### config.mk
export PLATFORM = sky130hd
export DESIGN_NAME = control_multi
export DESIGN_NICKNAME = d
export VERILOG_FILES = /design/src/rtl/control_multi.sv
export SDC_FILE = /design/constraint.sdc
export NUM_CORES = 1
export LEC_CHECK = 0
export CORE_MARGIN = 3
export CORE_UTILIZATION = 43
export DETAILED_ROUTE_END_ITERATION = 12
export GPL_ROUTABILITY_DRIVEN = 0
export PLACE_DENSITY = 0.86
export SYNTH_ARGS = -nofsm -noshare
export SYNTH_HDL_FRONTEND = slang
export SYNTH_SLANG_ARGS = --single-unit
### constraint.sdc
create_clock -name clk -period 2.3 [get_ports clk]
set_input_delay 0.23 -clock clk [delete_from_list [all_inputs] [get_ports clk]]
set_output_delay 0.23 -clock clk [all_outputs]
set_load 0.01 [all_outputs]
### src/rtl/control_multi.sv
// control_multi: multicycle control FSM for the riscy32 core.
//
// Steps each RV32I instruction through FETCH / DECODE / execute / writeback
// states. It also provides:
//   - a memory ready/wait handshake with a bounded wait-state timeout,
//   - an illegal-opcode trap,
//   - full branch-condition and ALU-operation decode.
//
// Parameters:
//   MAX_WAIT  consecutive wait cycles a memory state tolerates (1..255)
//   WAIT_W    width of the wait counter; 2**WAIT_W must exceed MAX_WAIT
//
// Ports:
//   clk, rst_n          clock (rising edge), asynchronous active-low reset
//   op, funct3, funct7  instruction fields IR[6:0], IR[14:12], IR[30]
//   flags               ALU flags {N,Z,C,V}; C=1 means no borrow on SUB
//   mem_ready           memory completes the current access this cycle
//   PCWrite, AdrSrc, MemWrite, IRWrite, RegWrite,
//   ResultSrc, ALUSrcA, ALUSrcB, ImmSrc, ALUControl
//                       datapath controls
//   trap, trap_cause    sticky fault flag and cause (01 illegal, 10 timeout)
//   state               current FSM state (debug)
//
// Optional feature (macro CONTROL_MULTI_PERF_EN) adds two outputs:
//   cycle_cnt    counts every cycle outside TRAP
//   instret_cnt  counts completed instructions
module control_multi #(
    parameter int MAX_WAIT = 15,
    parameter int WAIT_W   = 8
) (
    input  logic        clk,
    input  logic        rst_n,
    input  logic [6:0]  op,
    input  logic [2:0]  funct3,
    input  logic        funct7,
    input  logic [3:0]  flags,
    input  logic        mem_ready,
    output logic        PCWrite,
    output logic        AdrSrc,
    output logic        MemWrite,
    output logic        IRWrite,
    output logic        RegWrite,
    output logic [1:0]  ResultSrc,
    output logic [1:0]  ALUSrcA,
    output logic [1:0]  ALUSrcB,
    output logic [2:0]  ImmSrc,
    output logic [3:0]  ALUControl,
    output logic        trap,
    output logic [1:0]  trap_cause,
    output logic [3:0]  state
`ifdef CONTROL_MULTI_PERF_EN
    ,
    output logic [31:0] cycle_cnt,
    output logic [31:0] instret_cnt
`endif
);

    typedef enum logic [3:0] {
        FETCH      = 4'd0,
        DECODE     = 4'd1,
        MEMADR     = 4'd2,
        MEMREAD    = 4'd3,
        MEMWB      = 4'd4,
        MEMWRITE   = 4'd5,
        EXEC_R     = 4'd6,
        EXEC_I     = 4'd7,
        EXEC_LUI   = 4'd8,
        EXEC_AUIPC = 4'd9,
        ALUWB      = 4'd10,
        BRANCH     = 4'd11,
        JAL        = 4'd12,
        JALR       = 4'd13,
        TRAP       = 4'd14
    } state_t;

    localparam logic [6:0] OP_LOAD   = 7'b0000011;
    localparam logic [6:0] OP_STORE  = 7'b0100011;
    localparam logic [6:0] OP_R      = 7'b0110011;
    localparam logic [6:0] OP_I      = 7'b0010011;
    localparam logic [6:0] OP_BRANCH = 7'b1100011;
    localparam logic [6:0] OP_JAL    = 7'b1101111;
    localparam logic [6:0] OP_JALR   = 7'b1100111;
    localparam logic [6:0] OP_LUI    = 7'b0110111;
    localparam logic [6:0] OP_AUIPC  = 7'b0010111;

    localparam logic [3:0] ALU_ADD  = 4'd0;
    localparam logic [3:0] ALU_SUB  = 4'd1;
    localparam logic [3:0] ALU_SLL  = 4'd2;
    localparam logic [3:0] ALU_SLT  = 4'd3;
    localparam logic [3:0] ALU_SLTU = 4'd4;
    localparam logic [3:0] ALU_XOR  = 4'd5;
    localparam logic [3:0] ALU_SRL  = 4'd6;
    localparam logic [3:0] ALU_SRA  = 4'd7;
    localparam logic [3:0] ALU_OR   = 4'd8;
    localparam logic [3:0] ALU_AND  = 4'd9;

    localparam logic [WAIT_W-1:0] WAIT_LIMIT = WAIT_W'(MAX_WAIT);

    state_t            cur_state;
    state_t            nxt_state;
    logic [1:0]        nxt_cause;
    logic [WAIT_W-1:0] wait_cnt;
    logic              mem_wait;
    logic              timeout;
    logic              taken;
    logic              pc_w;
    logic              ir_w;
    logic              mem_w;
    logic              reg_w;

    // alt selects SUB for funct3=000 and SRA for funct3=101.
    function automatic logic [3:0] alu_decode(input logic [2:0] f3, input logic alt);
        logic [3:0] res;
        case (f3)
            3'b000:  res = alt ? ALU_SUB : ALU_ADD;
            3'b001:  res = ALU_SLL;
            3'b010:  res = ALU_SLT;
            3'b011:  res = ALU_SLTU;
            3'b100:  res = ALU_XOR;
            3'b101:  res = alt ? ALU_SRA : ALU_SRL;
            3'b110:  res = ALU_OR;
            default: res = ALU_AND;
        endcase
        return res;
    endfunction

    assign mem_wait = (cur_state == FETCH) || (cur_state == MEMREAD) || (cur_state == MEMWRITE);
    // Completion in the same cycle the limit is reached takes priority over the timeout.
    assign timeout  = mem_wait && !mem_ready && (wait_cnt == WAIT_LIMIT);

    // Branch condition from the flags of rs1 - rs2 computed in BRANCH.
    always_comb begin
        taken = 1'b0;
        case (funct3)
            3'b000:  taken = flags[2];
            3'b001:  taken = !flags[2];
            3'b100:  taken = flags[3] ^ flags[0];
            3'b101:  taken = !(flags[3] ^ flags[0]);
            3'b110:  taken = !flags[1];
            3'b111:  taken = flags[1];
            default: taken = 1'b0;
        endcase
    end

    always_comb begin
        nxt_state = cur_state;
        nxt_cause = 2'b00;
        case (cur_state)
            FETCH: begin
                if (mem_ready) begin
                    nxt_state = DECODE;
                end else if (timeout) begin
                    nxt_state = TRAP;
                    nxt_cause = 2'b10;
                end
            end
            DECODE: begin
                case (op)
                    OP_LOAD, OP_STORE: nxt_state = MEMADR;
                    OP_R:              nxt_state = EXEC_R;
                    OP_I:              nxt_state = EXEC_I;
                    OP_BRANCH:         nxt_state = BRANCH;
                    OP_JAL:            nxt_state = JAL;
                    OP_JALR:           nxt_state = JALR;
                    OP_LUI:            nxt_state = EXEC_LUI;
                    OP_AUIPC:          nxt_state = EXEC_AUIPC;
                    default: begin
                        nxt_state = TRAP;
                        nxt_cause = 2'b01;
                    end
                endcase
            end
            MEMADR: nxt_state = (op == OP_STORE) ? MEMWRITE : MEMREAD;
            MEMREAD: begin
                if (mem_ready) begin
                    nxt_state = MEMWB;
                end else if (timeout) begin
                    nxt_state = TRAP;
                    nxt_cause = 2'b10;
                end
            end
            MEMWRITE: begin
                if (mem_ready) begin
                    nxt_state = FETCH;
                end else if (timeout) begin
                    nxt_state = TRAP;
                    nxt_cause = 2'b10;
                end
            end
            MEMWB, ALUWB, BRANCH: nxt_state = FETCH;
            EXEC_R, EXEC_I, EXEC_LUI, EXEC_AUIPC: nxt_state = ALUWB;
            // JAL writes PC from ALUOut and computes the link (OldPC+4) into ALUOut.
            JAL:  nxt_state = ALUWB;
            JALR: nxt_state = JAL;
            TRAP: nxt_state = TRAP;
            default: nxt_state = TRAP;
        endcase
    end

    always_comb begin
        pc_w       = 1'b0;
        ir_w       = 1'b0;
        mem_w      = 1'b0;
        reg_w      = 1'b0;
        AdrSrc     = 1'b0;
        ResultSrc  = 2'b00;
        ALUSrcA    = 2'b00;
        ALUSrcB    = 2'b00;
        ImmSrc     = 3'b000;
        ALUControl = ALU_ADD;
        case (cur_state)
            FETCH: begin
                ir_w      = mem_ready;
                pc_w      = mem_ready;
                ALUSrcB   = 2'b10;
                ResultSrc = 2'b10;
            end
            DECODE: begin
                ALUSrcA = 2'b01;
                ALUSrcB = 2'b01;
                // The target precomputed here must use the immediate format of the op.
                if (op == OP_BRANCH) begin
                    ImmSrc = 3'b010;
                end else if (op == OP_JAL) begin
                    ImmSrc = 3'b011;
                end
            end
            MEMADR: begin
                ALUSrcA = 2'b10;
                ALUSrcB = 2'b01;
                ImmSrc  = (op == OP_STORE) ? 3'b001 : 3'b000;
            end
            MEMREAD: AdrSrc = 1'b1;
            MEMWB: begin
                ResultSrc = 2'b01;
                reg_w     = 1'b1;
            end
            MEMWRITE: begin
                AdrSrc = 1'b1;
                mem_w  = 1'b1;
            end
            EXEC_R: begin
                ALUSrcA    = 2'b10;
                ALUControl = alu_decode(funct3, funct7);
            end
            EXEC_I: begin
                ALUSrcA    = 2'b10;
                ALUSrcB    = 2'b01;
                // Bit 30 is part of the immediate except for the shift-right variants.
                ALUControl = alu_decode(funct3, funct7 && (funct3 == 3'b101));
            end
            EXEC_LUI: begin
                ALUSrcA = 2'b11;
                ALUSrcB = 2'b01;
                ImmSrc  = 3'b100;
            end
            EXEC_AUIPC: begin
                ALUSrcA = 2'b01;
                ALUSrcB = 2'b01;
                ImmSrc  = 3'b100;
            end
            ALUWB: reg_w = 1'b1;
            BRANCH: begin
                ALUSrcA    = 2'b10;
                ALUControl = ALU_SUB;
                ImmSrc     = 3'b010;
                pc_w       = taken;
            end
            JAL: begin
                ImmSrc  = 3'b011;
                pc_w    = 1'b1;
                ALUSrcA = 2'b01;
                ALUSrcB = 2'b10;
            end
            JALR: begin
                ALUSrcA = 2'b10;
                ALUSrcB = 2'b01;
            end
            default: ;
        endcase
    end

    // Enables are forced low during reset even though FETCH would follow mem_ready.
    assign PCWrite  = pc_w  & rst_n;
    assign IRWrite  = ir_w  & rst_n;
    assign MemWrite = mem_w & rst_n;
    assign RegWrite = reg_w & rst_n;
    assign state    = cur_state;

    always_ff @(posedge clk or negedge rst_n) begin
        if (!rst_n) begin
            cur_state  <= FETCH;
            wait_cnt   <= '0;
            trap       <= 1'b0;
            trap_cause <= 2'b00;
`ifdef CONTROL_MULTI_PERF_EN
            cycle_cnt   <= 32'd0;
            instret_cnt <= 32'd0;
`endif
        end else begin
            cur_state <= nxt_state;
            if (nxt_state != cur_state) begin
                wait_cnt <= '0;
            end else if (mem_wait && !mem_ready && (wait_cnt != WAIT_LIMIT)) begin
                wait_cnt <= wait_cnt + 1'b1;
            end
            if ((nxt_state == TRAP) && (cur_state != TRAP)) begin
                trap       <= 1'b1;
                trap_cause <= nxt_cause;
            end
`ifdef CONTROL_MULTI_PERF_EN
            if (cur_state != TRAP) begin
                cycle_cnt <= cycle_cnt + 32'd1;
            end
            if ((cur_state != FETCH) && (nxt_state == FETCH)) begin
                instret_cnt <= instret_cnt + 32'd1;
            end
`endif
        end
    end

endmodule

==> results by group <==
Global routing
  • Vias in the first global route: 1737
  • Largest net degree at the start of global routing: 17
  • GRT Util Overall: roughly 23%
  • Antenna violations before repair: 0
  • Congestion Overflow GR: 0
  • First-pass GRT wire length: 7755 µm

Die
  • Initial Utilization: a little under half
  • Die Wd: 64.82 µm
  • Full die area: 4202 µm²
  • Rows: 20
  • Die Height: 64.82 µm
  • Core Region: 3178 µm²
  • Boundary pin count: 43

Routing
  • First-pass detailed-route iteration total: 4
  • Via count: 1751
  • Drt via density: 5.355
  • Drt drc: 0
  • Final WL: 4744 µm
  • Routed Antenna Nets: 0
  • Initial DRC Count: 137
  • Wire length per cell: between 10 and 15 µm

Timing
  • Worst hold margin: 0.4486 ns
  • Final Cycle Share: 104.6%
  • Max-slew violations: 0
  • Endpoints failing setup: 8
  • Setup WS post-layout: -0.1057 ns
  • Sum Neg Setup Slack: -0.7571 ns
  • Tightest Pin Transition: 0.4121 ns
  • Final hold violations: 0
  • Worst-case headroom to the max-slew limit: 72.14%
  • Worst-case clock skew: 0.002269 ns
  • RSZ-0062 raised after global routing: yes
  • F_max: 415.7 MHz
  • Minimum clock period: about 2.4 ns

Power and ir drop
  • Leakage power: 0.001191 µW
  • PwrDens: 986.3 nW/µm²
  • Peak VDD IR: 824.0 µV

Worst setup path
  • Slowest cell on crit path: or4_4
  • CP peak stage delay: 0.59 ns
  • Critical path class: register to register
  • Reg2reg path depth: 7
  • CP endpoint kind: register
  • Reg2reg end: wait_cnt[7]$_DFFE_PN0P_
  • Ordered cell list for the critical path: buf_6, xnor2_2, or3_1, o311a_1, or4_1, or4_4, nor2_2
  • CP arrival: about 2.6 ns
  • RR Startpoint: state[1]$_DFF_PN0_
  • Crit path from: state[1]$_DFF_PN0_
  • Startpoint types: register
  • Crit path max fanout: 8
  • Worst Path Required: 2.52 ns
  • R2R Setup Slk: -0.11 ns

Yosys
  • Simple-gate share of the synthesized area: 33.31%
  • Synth Cell Area: 1488 µm²
  • Main combinational cell family by area after synthesis: simple AND/OR/NAND/NOR gates
  • Unique cell type count in the Yosys netlist: 56
  • Synth Net Count: 210
  • Post-Synthesis Cells: 191
  • Ys async rst share: 100.0%
  • Synth Area in XOR/XNOR: 8.747%
  • Syn. warnings: 0
  • Synth Area in Adders: less than 1%
  • #FFs+latches synth: 15
  • Syn Area/Cell: 7.789 µm²
  • Cell with the most instances after synthesis: nor2_1
  • EDFF count, synth: 0
  • Dominant synthesized flop cell: dfrtp_1
  • Area contributors post-synth: dfrtp_1 (25%), nor2_1 (4.8%), xor2_1 (4.7%)
  • Mux cell area share after synthesis: 2.775%
  • Seq/Total Area, Yosys: 25.23%
  • Most frequent cells after synthesis: nor2_1 (19), dfrtp_1 (15), nand2_1 (14)
  • Synth Area in Compound Gates: between 20% and 30%
  • Largest area contributor in the netlist: dfrtp_1
  • Share of the synthesized area in the top cell type: about a quarter

CTS
  • CTS Sinks: 15
  • CTS tree: done
  • Worst-Skew Late Latency: 0.28 ns
  • Reg clk slew, reported paths: 0.08 ns
  • Max Root-Sink Buffers: 2
  • Root buffer cell: clkbuf_4
  • H-tree levels: 1
  • Post-CTS Hold Buffers: 0
  • Num CTS Buffers: 3

Placement
  • Cell total after placement: 319
  • Pre-CTS WS: -0.5085 ns
  • DP HPWL: approximately 3700 µm
  • Buffers added on ports: 42

Cells and area
  • P&R area growth vs syn: 68.21%
  • Filler Cells Inserted: 212
  • Non-filler cells in the finished layout: 327
  • Final nets: 303
  • # diodes: 0
  • Layout cells sized above 1: 34.28%

Status
  • Failing checks: negative setup slack
  • Outcome: complete, but fails checks

Flow run
  • Total of max-cap violations: 0

Min path
  • Worst hold-check path type: input port to asynchronous set/reset pin
## critical path, delay by kind of cell, from the launching register on
| kind | cells | cell delay [ns] |
|---|---|---|
| and+or+nand+nor | 4 | 1.46 |
| DFF | 1 | 0.47 |
| xor gates and xnor gates | 1 | 0.13 |
| AOI/OAI and AO/OA | 1 | 0.14 |
| buffers and inverters | 1 | 0.14 |
## state kept, by name, summed over array words and instances, names as in the netlist
register	count
state	4
trap	1
trap_cause	2
wait_cnt	8
## worst max-delay path by stage
stage                                          to  slack (ns)  depth (start not counted)
after detailed placement  wait_cnt[3]$_DFFE_PN0P_       -0.51                          8
after global placement    wait_cnt[1]$_DFFE_PN0P_       -0.34                          8
after global routing      wait_cnt[7]$_DFFE_PN0P_       -0.16                          7
final                     wait_cnt[7]$_DFFE_PN0P_       -0.11                          7
after CTS                 wait_cnt[3]$_DFFE_PN0P_       -0.07                          8
after floorplan           wait_cnt[1]$_DFFE_PN0P_       -0.02                          8
## routing by layer
metal  share of wire, %  wire (µm)  up-vias  global-route usage, %
met2                 49       2326       59                  41.12
met3                5.9        278        8                  2.773
met4                1.6         77        0                  8.707
met5                  0          0        -                      0
met1                 43       2061      809                  28.42
li1                   -          -      875                      -
## placed cells by master (no fill, tap or decap), types with 2 or more instances in the layout
cell,netlist,routed
nor2_1,19,16
o211ai_1,2,2
dfrtp_1,15,12
dlymetal6s2s_1,0,7
nand3b_1,2,2
dfrtp_2,0,3
buf_6,2,2
nand2b_1,5,4
nand2_1,14,13
or3_1,2,2
inv_1,11,11
mux2i_1,3,3
nor3b_1,3,3
buf_4,2,56
nor4_1,2,2
dlygate4sd2_1,0,4
a211oi_1,2,2
nor2_2,10,11
clkdlybuf4s50_1,0,30
clkbuf_4,0,3
nor3_2,0,3
a21oi_1,7,7
a21boi_0,3,3
o22ai_1,4,4
o21a_1,2,2
and3_1,4,4
o21ai_0,5,5
xor2_1,8,8
nor2_4,0,2
xnor2_1,5,4
nor4b_2,1,2
nand3_1,8,8
a221oi_2,0,2
nor3_1,7,4
nand4_1,2,2
## metrics by stage
stage	total power [µW]	instance area (µm²)	util, %
2_1_floorplan	1354	1529	-
3_3_place_gp	2145	2336	73.50
3_5_place_dp	2205	2336	73.50
4_1_cts	2448	2469	77.68
5_1_grt	2637	2502	78.74
6_report	2468	2502	78.74
## layout make-up
| class | count | area [µm²] | share of cell area, % |
|---|---|---|---|
| multi-input combinational | 151 | 1101 | 44.00 |
| timing repair buffer | 101 | 895.9 | 35.80 |
| sequential | 15 | 379.1 | 15.15 |
| tap | 44 | 55.05 | 2.200 |
| inverter | 12 | 45.04 | 1.800 |
| clock buffer | 4 | 26.28 | 1.050 |
## timing repair
item	in CTS	in global routing
pin swaps	0	3
gates resized for setup	21	12
setup endpoints to repair	25	17
hold endpoints to repair	0	0
setup buffers	4	1
cloned	0	0
## cell families after synthesis
group                    after synthesis
AO/OA/AOI/OAI                         42
XOR/XNOR                              14
adder cells (fa/ha/maj)                1
buffers and inverters                 25
flip-flops                            15
multiplexers                           4
AND/OR/NAND/NOR                       90
## report_power, final
part           leakage [µW]  total (µW)  internal, µW  switching [µW]
combinational      0.000985        1900          1000             902
clock             0.0000150         143          67.3            75.6
sequential         0.000191         421           323            98.1
No activity file was read; power rests on OpenSTA's default activity.
